## config.mk

```make
export PLATFORM = sky130hd
export DESIGN_NAME = audio_rom_player
export DESIGN_NICKNAME = d
export VERILOG_FILES = /design/src/rtl/audio_rom_player.sv
export SDC_FILE = /design/constraint.sdc
export NUM_CORES = 1
export LEC_CHECK = 0
export BUFFER_PORTS_ARGS = -buffer_cell sky130_fd_sc_hd__buf_2
export CAP_MARGIN = 30
export CORE_UTILIZATION = 45
export CTS_BUF_LIST = sky130_fd_sc_hd__clkbuf_16
export DETAILED_ROUTE_END_ITERATION = 8
export PLACE_DENSITY = 0.74
export SETUP_SLACK_MARGIN = 0.3
export SYNTH_ARGS = -nofsm -noshare
export SYNTH_HDL_FRONTEND = slang
export SYNTH_SLANG_ARGS = --single-unit
export TNS_END_PERCENT = 10
```

## constraint.sdc

```tcl
create_clock -name clk -period 2.59 [get_ports clk]
set_input_delay 0 -clock clk [delete_from_list [all_inputs] [get_ports clk]]
set_output_delay 0 -clock clk [all_outputs]
set_load 0.02 [all_outputs]
```

## src/rtl/audio_rom_player.sv

```systemverilog
// Playback sequencer for the on-chip 16-bit audio sample ROM.
// On an accepted start it walks the word range [start_addr..end_addr], fetching each sample
// from a synchronous ROM and presenting it on a valid/ready stream. It can optionally loop
// over the range.
//
// Ports:
//   clk, reset                  system clock; asynchronous active-high reset
//   start, stop, loop_en        control (stop has the highest priority)
//   start_addr, end_addr        inclusive word range, latched on an accepted start
//   rom_address, rom_chipselect,
//   rom_clken, rom_readdata     ROM read port (data valid one cycle after the address load)
//   sample_data, sample_valid,
//   sample_ready                output sample stream
//   busy, done, cfg_err         status (done is a pulse; cfg_err is sticky)
module audio_rom_player #(
  parameter int unsigned ADDR_W    = 18,
  parameter int unsigned DATA_W    = 16,
  parameter int unsigned NUM_WORDS = 240256
) (
  input  logic              clk,
  input  logic              reset,
  input  logic              start,
  input  logic              stop,
  input  logic              loop_en,
  input  logic [ADDR_W-1:0] start_addr,
  input  logic [ADDR_W-1:0] end_addr,
  output logic [ADDR_W-1:0] rom_address,
  output logic              rom_chipselect,
  output logic              rom_clken,
  input  logic [DATA_W-1:0] rom_readdata,
  output logic [DATA_W-1:0] sample_data,
  output logic              sample_valid,
  input  logic              sample_ready,
  output logic              busy,
  output logic              done,
  output logic              cfg_err
);

  localparam logic [ADDR_W-1:0] MaxAddr = ADDR_W'(NUM_WORDS - 1);

  typedef enum logic [1:0] {StIdle, StRead, StCapture, StOut} state_e;

  state_e            state_q, state_d;
  logic [ADDR_W-1:0] cur_addr_q, cur_addr_d;
  logic [ADDR_W-1:0] start_q, start_d;
  logic [ADDR_W-1:0] end_q, end_d;
  logic [DATA_W-1:0] data_q, data_d;
  logic              valid_q, valid_d;
  logic              done_q, done_d;
  logic              cfg_err_q, cfg_err_d;
  logic              range_ok;

  assign range_ok = (start_addr <= end_addr) && (end_addr <= MaxAddr);

  always_comb begin
    state_d    = state_q;
    cur_addr_d = cur_addr_q;
    start_d    = start_q;
    end_d      = end_q;
    data_d     = data_q;
    valid_d    = valid_q;
    done_d     = 1'b0;
    cfg_err_d  = cfg_err_q;

    unique case (state_q)
      StIdle: begin
        if (start && !stop) begin
          if (range_ok) begin
            start_d    = start_addr;
            end_d      = end_addr;
            cur_addr_d = start_addr;
            cfg_err_d  = 1'b0;
            state_d    = StRead;
          end else begin
            cfg_err_d = 1'b1;
          end
        end
      end
      StRead: begin
        state_d = StCapture;
      end
      StCapture: begin
        data_d  = rom_readdata;
        valid_d = 1'b1;
        state_d = StOut;
      end
      StOut: begin
        if (sample_ready) begin
          valid_d = 1'b0;
          if (cur_addr_q != end_q) begin
            cur_addr_d = cur_addr_q + ADDR_W'(1);
            state_d    = StRead;
          end else if (loop_en) begin
            // loop_en is sampled live at the end-of-range handshake
            cur_addr_d = start_q;
            state_d    = StRead;
          end else begin
            done_d  = 1'b1;
            state_d = StIdle;
          end
        end
      end
      default: state_d = StIdle;
    endcase

    // Abort overrides everything, including a same-cycle handshake
    if (stop && (state_q != StIdle)) begin
      state_d = StIdle;
      valid_d = 1'b0;
      done_d  = 1'b0;
    end
  end

  always_ff @(posedge clk or posedge reset) begin
    if (reset) begin
      state_q    <= StIdle;
      cur_addr_q <= '0;
      start_q    <= '0;
      end_q      <= '0;
      data_q     <= '0;
      valid_q    <= 1'b0;
      done_q     <= 1'b0;
      cfg_err_q  <= 1'b0;
    end else begin
      state_q    <= state_d;
      cur_addr_q <= cur_addr_d;
      start_q    <= start_d;
      end_q      <= end_d;
      data_q     <= data_d;
      valid_q    <= valid_d;
      done_q     <= done_d;
      cfg_err_q  <= cfg_err_d;
    end
  end

  assign rom_address    = cur_addr_q;
  assign rom_chipselect = (state_q == StRead);
  assign rom_clken      = (state_q == StRead);
  assign sample_data    = data_q;
  assign sample_valid   = valid_q;
  assign busy           = (state_q != StIdle);
  assign done           = done_q;
  assign cfg_err        = cfg_err_q;

endmodule
```

==> reports/qor.txt, run 1 <==
Ratio of cells with drive above 1 in the final layout - 0.376
Largest net degree at the start of global routing - 42
DIE AREA - 10,100 µm²
# Max-Cap Violations - 0
Final cell count without fillers - 690
Final layout net count - 637
Post-synth top area cell - dfrtp_1
Type of the tightest min-delay check - in2reg
Routed Wire Length - 12,000 µm
Setup slack after layout - 0.366 ns
Setup TNS Final - 0 ns
Clock root buffer master - clkbuf_16
Number of buffers created by CTS - 9
Setup-failing EPs final - 0
FP Rows - 35
Unrepaired setup endpoints after global routing - true
Share of the clock period used by the worst path after layout - 0.859
Worst setup EP type - flip-flop
Post-synthesis cell type count - 38
Die height - 100 µm
Lkg Pwr - 2.71 nW
First-pass iteration count of the detailed router - 4
Result of the run - finished, violations left
Design Area, Final - 5970 µm²
Number of remaining DRC errors - 0
Starting density of the core - 0.468
Average detailed-routed wire length per instance - 17.4 µm
CTS tree - built
Highest Clock Rate - 450 MHz
Via count - 3,637
Post-route worst hold slack - -0.00304 ns
Vias in the first global route - 3,746
WP data arrival - 2.45 ns
Gr ovfl total - 0
Final-report hold violation count - 1
Nets in the synthesized netlist - 473
Area fraction of the dominant cell type after synthesis - 0.432
Share of synthesized flip-flops with an asynchronous set or reset - 1.00
Post-place instance area - 5000 µm²
Required time of the critical path - 2.81 ns
Most used standard cell by instance count after synthesis - dfrtp_1
First-pass GRT wire length - 18,600 µm
Post-Synthesis Cells - 392
Post-placement setup slack - 0.236 ns
Startpoint types - primary input
Mapped cell area - 4350 µm²
Antenna violations before repair - 0
Via-per-instance ratio - 5.27
Maximum vdd ir drop - 510 µV
Mean post-synth cell area - 11.1 µm²
Clock Tree Buf Depth - 2
Worst Path Max Fanout - 13
Headroom to the max-slew limit - 0.482
Top post-synthesis cells by count - dfrtp_1, mux2_2, xnor2_1
Half-perimeter wire length of the detailed placement result - 7980 µm
Combined global-route utilization of all metal layers - 0.242
Clock sink total - 75
Slew of the pin with the lowest slew margin - 0.776 ns
Final Max Tran Viols - 0
Crit path time final - 2.22 ns
GPL Wtd Cong - 0.849
Width of the die - 100 µm
Final worst clock skew - 0.00734 ns
Count of buffers inserted at the top-level ports - 97
Number of warning messages in the yosys log - 0
Fill count - 726
FF+latch count, synth - 75
Type of the worst setup path - in2reg
Violated checks - negative hold slack
Pwr Density - 1120 nW/µm²
Syn-to-layout area delta - 37.4%
# placed instances - 614
Core area - 9280 µm²
Count of boundary I/O pins - 98
H-Tree Depth - 3
Clock latency at the later pin of the worst-skew pair - 0.34 ns
Number of enable flip-flop cells after synthesis - 0
CTS clock-pin slew for the worst setup and hold paths - 0.06 ns
ANT cells - 0
Commonest register cell after synthesis - dfrtp_1
Top area cells in the synthesized netlist - dfrtp_1, mux2_2, ha_1, xnor2_1, mux2i_1
Sequential share of the synthesized area - 0.432
Initial drt markers - 149
Antenna viol nets, final - 0
==> critical path, cell delays in order <==
cell and delay, ns:
dlygate4sd3_1 0.53, buf_2 0.14, inv_1 0.05, ha_1 0.13
nand2b_1 0.12, a211oi_2 0.07, a2111o_1 0.40, a21oi_2 0.13
nor2b_1 0.07, nor3_4 0.15, buf_12 0.15, buf_12 0.15
mux2_2 0.35
==> report_power, final <==
| part | switching (W) | total (W) | leakage [nW] | internal (W) |
|---|---|---|---|---|
| Combinational | 0.00164 | 0.00319 | 1.69 | 0.00155 |
| Sequential | 0.000517 | 0.00228 | 0.882 | 0.00177 |
| Clock | 0.000538 | 0.00120 | 0.131 | 0.000663 |
| Total | 0.00269 | 0.00667 | 2.71 | 0.00398 |
==> sequential cells by signal, indices dropped and copies added, names as in the netlist <==
signal,flops
state_q,2
sample_data,16
done,1
rom_address,18
sample_valid,1
end_q,18
start_q,18
cfg_err,1
==> per-layer routing <==
metal / global-route usage / vias up / routed length (µm)
met3: 0.0397 / 30 / 682
met5: 0 / - / 0
met1: 0.306 / 1779 / 4820
li1: - / 1714 / -
met4: 0.116 / 0 / 354
met2: 0.406 / 114 / 6160
==> cells in the final DEF (no fill, tap or decap), types with 3 or more instances in the layout <==
cell type	Yosys	routed
buf_12	0	3
inv_1	27	26
xnor2_1	29	27
nand3_1	7	7
a21oi_1	27	26
and4_1	4	4
xor2_1	5	5
nand2_1	13	13
and3_1	3	3
clkbuf_16	0	10
mux2i_1	20	20
clkinvlp_4	0	3
dfrtp_1	75	74
nor2_1	28	28
dlygate4sd3_1	0	56
buf_2	2	97
ha_1	23	23
mux2_2	68	68
buf_4	3	11
o21ai_0	6	6
nand4_1	14	14
==> cell type report <==
cell class                      instances  area [µm²]  area share
Inverter                               27         101      0.0170
Sequential cell                        75        1880       0.315
Clock buffer                            9         225      0.0377
Multi-Input combinational cell        272        2290       0.384
Tap cell                              129         161      0.0270
Timing Repair Buffer                  171        1250       0.210
Clock inverter                          7        60.1      0.0101
==> kinds of logic after synthesis <==
kind of cell | count (synthesis) | synth area share
and+or+nand+nor | 79 | 0.0927
DFF | 75 | 0.432
AOI/OAI and AO/OA | 47 | 0.0651
adders and majority gates | 23 | 0.0662
buffers and inverters | 45 | 0.0507
xor gates and xnor gates | 34 | 0.0685
muxes | 89 | 0.225
==> per-stage QoR <==
stage	utilization	power, W
2_1_floorplan	-	0.00440
6_report	0.643	0.00667
5_1_grt	0.643	0.00707
3_3_place_gp	0.539	0.00514
4_1_cts	0.630	0.00654
3_5_place_dp	0.539	0.00525
==> what timing repair did <==
action | 4_1_cts | 5_1_grt
buffers inserted | 0 | 2
endpoints found under the hold margin | 89 | 0
hold buffers | 56 | 0
resized for setup | 0 | 12
setup endpoints to repair | 0 | 54
==> final timing paths <==
kind                                   end  slack (ns)  cells after the start            from
setup / recovery                 end_q[12]        0.37                     13   start_addr[0]
hold / removal              rom_address[2]      -0.003                      3   start_addr[2]
setup reg to reg           rom_address[14]        0.41                      8  rom_address[3]
hold reg to reg                 start_q[3]        0.50                      1      start_q[3]
max in group asynchronous        end_q[15]        1.57                      4           reset
min in group asynchronous   sample_data[4]        0.33                      3           reset
Note: power is estimated with default switching activity, not from simulation.
==> run 2: changes to the inputs <==
Settings changed: CORE_UTILIZATION 45 to 55, PLACE_DENSITY 0.74 to 0.87, SETUP_SLACK_MARGIN 0.3 to 0.15.
==> reports/qor.txt, run 2 (synthesis gave the netlist of run 1 again) <==
Result of the run - finished, final reports clean
Largest net degree at the start of global routing - 76
Highest Clock Rate - 396 MHz
Antenna viol nets, final - 0
Width of the die - 90.9 µm
Routed Wire Length - 13,500 µm
Headroom to the max-slew limit - 0.500
Unrepaired setup endpoints after global routing - true
FP Rows - 32
Worst Path Max Fanout - 7
WP data arrival - 2.75 ns
Ratio of cells with drive above 1 in the final layout - 0.372
Setup TNS Final - 0 ns
Die height - 90.9 µm
Psw - 0.00284 W
Setup-failing EPs final - 0
Leading cell types in the layout, fill and taps excluded - buf_2, dfrtp_1, mux2_2, dlygate4sd3_1, xnor2_1
Count of boundary I/O pins - 98
Gr ovfl total - 0
Half-perimeter wire length of the detailed placement result - 7860 µm
Maximum vdd ir drop - 592 µV
First-pass iteration count of the detailed router - 5
Share of the clock period used by the worst path after layout - 0.975
Final worst clock skew - 0.00772 ns
Sw Share - 0.410
Slew of the pin with the lowest slew margin - 0.750 ns
Part of the total power dissipated in sequential elements - 0.345
Required time of the critical path - 2.81 ns
Antenna violations before repair - 0
Internal power component - 0.00410 W
Lkg Pwr - 2.71 nW
Post-place instance area - 4940 µm²
Pwr Density - 1180 nW/µm²
Number of buffers created by CTS - 9
Type of the worst setup path - in2reg
DIE AREA - 8260 µm²
GPL Wtd Cong - 0.848
Clock root buffer master - clkbuf_16
Final Max Tran Viols - 0
Setup slack after layout - 0.0635 ns
Count of buffers inserted at the top-level ports - 97
Via-per-instance ratio - 6.05
Core area - 7690 µm²
# Max-Cap Violations - 0
Post-placement setup slack - 0.0641 ns
H-Tree Depth - 3
Clock sink total - 75
CTS tree - built
First-pass GRT wire length - 20,600 µm
Type of the tightest min-delay check - in2reg
Clock latency at the later pin of the worst-skew pair - 0.34 ns
Design Area, Final - 5900 µm²
Vias in the first global route - 4,162
Clock Tree Buf Depth - 2
Worst setup EP type - flip-flop
Slowest cell on crit path - dlygate4sd3_1
Fill count - 465
Delay-heaviest family, CP - buffers and inverters
Final-report hold violation count - 0
Startpoint types - primary input
Post-route worst hold slack - 0.0151 ns
CTS clock-pin slew for the worst setup and hold paths - 0.06 ns
Cell breakdown of the critical path - dlygate4sd3_1, buf_2, inv_1, ha_1, nand2b_1, a211oi_1, a2111o_1, a21oi_1, nor2b_1, nor3_4, buf_4, buf_6, mux2_2
Clock Power Share - 0.200
Delay of the slowest cell on the worst path - 0.53 ns
Via count - 3,997
Syn-to-layout area delta - 35.8%
Crit path time final - 2.53 ns
Final layout net count - 635
Number of remaining DRC errors - 0
Combined global-route utilization of all metal layers - 0.327
Critical path buffers and inverters - 5
Average detailed-routed wire length per instance - 20.4 µm
ANT cells - 0
Starting density of the core - 0.565
Commonest non-fill, non-tap cell in the layout - buf_2
Part of the total power dissipated in combinational logic - 0.456
Initial drt markers - 261
-- run 2: cell count changes in the layout (fill, tap and decap cells not counted), sizes merged --
cell      delta
clkbuf       -1
buf          -1
inv          -1
bufinv       +2
clkinv       +2
clkinvlp     -3
-- run 2: worst min-delay path, cell delays in order --
cell and delay, ns:
buf_2 0.10, mux2i_1 0.06, a21oi_1 0.14
-- run 2: per-layer routing --
metal  part of all wire  up-vias  GRT usage  routed length (µm)
met5                  0        -          0                   0
li1                   -     1707          -                   -
met4              0.053        0      0.183                 707
met3              0.082       74     0.0657                1100
met1               0.36     1956      0.381                4860
met2               0.50      260      0.561                6780
-- run 2: area by class of cell --
class | count | area (µm²) | share of cell area
multi-input cells | 272 | 2270 | 0.385
flip-flops and latches | 75 | 1880 | 0.318
repair buffers | 169 | 1190 | 0.202
clock buffers | 9 | 225 | 0.0382
well taps | 102 | 128 | 0.0216
inverters | 27 | 101 | 0.0172
clock inverters | 7 | 100 | 0.0170
-- run 2: per-stage QoR --
step,utilization,power (W),cells
global route,0.768,0.00727,661
floorplan,-,0.00440,392
finish,0.768,0.00695,661
detailed placement,0.643,0.00522,585
global placement,0.643,0.00506,585
CTS,0.758,0.00669,657
-- run 2: worst paths after layout --
path / startpoint / cells past startpoint / slack, ns / end
worst max-delay path: start_addr[0] / 13 / 0.06 / end_q[9]
worst min-delay path: start_addr[5] / 3 / 0.02 / rom_address[5]
worst max register to register: rom_address[2] / 7 / 0.23 / rom_address[17]
worst min register to register: sample_data[13] / 1 / 0.50 / sample_data[13]
max in group asynchronous: reset / 4 / 1.97 / end_q[10]
min in group asynchronous: reset / 4 / 0.29 / sample_data[15]
-- run 2: power groups by stage --
stage	Combinational [W]	Sequential [W]	Clock, W
2_1_floorplan	0.00188	0.00252	0
3_3_place_gp	0.00278	0.00228	0
3_5_place_dp	0.00289	0.00234	0
4_1_cts	0.00299	0.00233	0.00137
5_1_grt	0.00337	0.00246	0.00145
6_report	0.00316	0.00240	0.00139
-- run 2: what timing repair did --
item,CTS,global route
hold buffers,56,0
setup endpoints to repair,0,54
hold endpoints to repair,129,0
buffers inserted,0,2
resized for setup,0,16
==> run 3: changes to the inputs <==
Settings changed: CORE_UTILIZATION 55 to 59, PLACE_DENSITY 0.87 to 0.92.
Clock period 2.59 ns to 3 ns, I/O delays scaled along.
==> reports/qor.txt, run 3 (synthesis gave the netlist of run 1 again) <==
Maximum vdd ir drop - 547 µV
Count of buffers inserted at the top-level ports - 97
Final layout net count - 628
Routed Wire Length - 12,700 µm
Starting density of the core - 0.626
Worst setup EP type - flip-flop
Combined global-route utilization of all metal layers - 0.357
Pwr Density - 1020 nW/µm²
Clock Tree Buf Depth - 2
Leading cell types in the layout, fill and taps excluded - buf_2, dfrtp_1, mux2_2, dlygate4sd3_1, xnor2_1
Hold_sp - sample_ready
DIE AREA - 7710 µm²
Design Power - 0.00594 W
Commonest non-fill, non-tap cell in the layout - buf_2
Number of remaining DRC errors - 0
Clock root buffer master - clkbuf_16
CTS tree - built
Startpoint types - primary input
Die height - 87.8 µm
Crit Reg-Reg Startpoint - state_q[0]
Required time of the critical path - 3.22 ns
Setup TNS Final - 0 ns
Delay of the slowest cell on the worst path - 0.55 ns
First-pass iteration count of the detailed router - 5
Syn-to-layout area delta - 33.7%
Gr ovfl total - 0
Critical path buffers and inverters - 3
Final worst clock skew - 0.00925 ns
ANT cells - 0
Crit path time final - 2.73 ns
GPL Wtd Cong - 0.915
Via count - 3,809
# Max-Cap Violations - 0
Antenna violations before repair - 0
Post-route worst hold slack - 0.0953 ns
Type of the worst setup path - in2reg
Type of the tightest min-delay check - in2reg
Core Util, Final - 0.836
Clock sink total - 75
Final-report hold violation count - 0
Core area - 6940 µm²
FP Rows - 30
Share of the clock period used by the worst path after layout - 0.910
Initial drt markers - 176
Clock latency at the later pin of the worst-skew pair - 0.35 ns
Highest Clock Rate - 366 MHz
Count of cells along the worst register-to-register path - 5
Delay-heaviest family, CP - buffers and inverters
Half-perimeter wire length of the detailed placement result - 7660 µm
Result of the run - finished, final reports clean
Count of boundary I/O pins - 98
Slew of the pin with the lowest slew margin - 0.799 ns
Number of cells on the worst hold path - 3
H-Tree Depth - 3
Unrepaired setup endpoints after global routing - false
Average detailed-routed wire length per instance - 19.6 µm
Lkg Pwr - 2.67 nW
Worst Path Max Fanout - 22
Worst Hold Path EP - state_q[0]
Via-per-instance ratio - 5.88
Register-to-register setup slack - 0.42 ns
Width of the die - 87.8 µm
Ratio of cells with drive above 1 in the final layout - 0.344
WP data arrival - 2.95 ns
Antenna viol nets, final - 0
First-pass GRT wire length - 20,200 µm
Cell breakdown of the critical path - dlygate4sd3_1, buf_2, ha_1, a211oi_1, nor2_1, a2111o_1, a21oi_1, nor2b_1, nor3_4, buf_4, mux2_2
Final Max Tran Viols - 0
Headroom to the max-slew limit - 0.468
Vias in the first global route - 4,026
CTS clock-pin slew for the worst setup and hold paths - 0.06 ns
CP startpoint - start_addr[7]
Setup-failing EPs final - 0
Number of buffers created by CTS - 9
Number of setup buffers added after CTS - 0
# placed instances - 575
Largest net degree at the start of global routing - 76
Final cell count without fillers - 648
Endpoint of the lowest-slack register-to-register path - done
Slowest cell on crit path - dlygate4sd3_1
-- run 3: changes by cell type in the layout (fill, tap and decap cells not counted), moves of 4 or more --
cell | before | now
buf_4 | 11 | 7
nor3_2 | 4 | 0
nor3_1 | 0 | 4
buf_6 | 4 | 0
-- run 3: how the worst max path moves through the flow --
stage,cells past startpoint,end
2_1_floorplan,10,end_q[10]
3_3_place_gp,9,rom_address[1]
3_5_place_dp,10,start_q[13]
4_1_cts,11,start_q[17]
5_1_grt,12,end_q[11]
6_report,11,end_q[11]
-- run 3: worst min-delay path, stage by stage --
cell	delay, ns
buf_2	0.12
a311o_1	0.19
a2bb2oi_1	0.08
-- run 3: per-stage QoR --
| stage | instance area [µm²] | setup WS [ns] |
|---|---|---|
| 2_1_floorplan | 4350 | 0.833 |
| 3_3_place_gp | 4900 | 0.621 |
| 3_5_place_dp | 4900 | 0.541 |
| 4_1_cts | 5810 | 0.353 |
| 5_1_grt | 5810 | 0.154 |
| 6_report | 5810 | 0.271 |
-- run 3: timing repair --
| action | in CTS | in global routing |
|---|---|---|
| resized for setup | 0 | 0 |
| endpoints found under the hold margin | 130 | 0 |
| hold buffers | 57 | 0 |
-- run 3: layout make-up --
cell class                      instances  area (µm²)
Multi-Input combinational cell        272        2250
Clock buffer                            9         225
Tap cell                               96         120
Fill cell                             375        1140
Timing Repair Buffer                  162        1130
Sequential cell                        75        1880
Clock inverter                          7         108
Inverter                               27         101
-- run 3: routing by layer --
| metal | share of wire | global-route usage | vias to the layer above |
|---|---|---|---|
| li1 | - | - | 1692 |
| met1 | 0.39 | 0.419 | 1865 |
| met2 | 0.51 | 0.604 | 199 |
| met3 | 0.059 | 0.0763 | 53 |
| met4 | 0.046 | 0.209 | 0 |
| met5 | 0 | 0 | - |
-- run 3: report_power, final --
part,switching [W],internal [W]
registers,0.000522,0.00152
clock network,0.000434,0.000804
logic,0.00142,0.00124
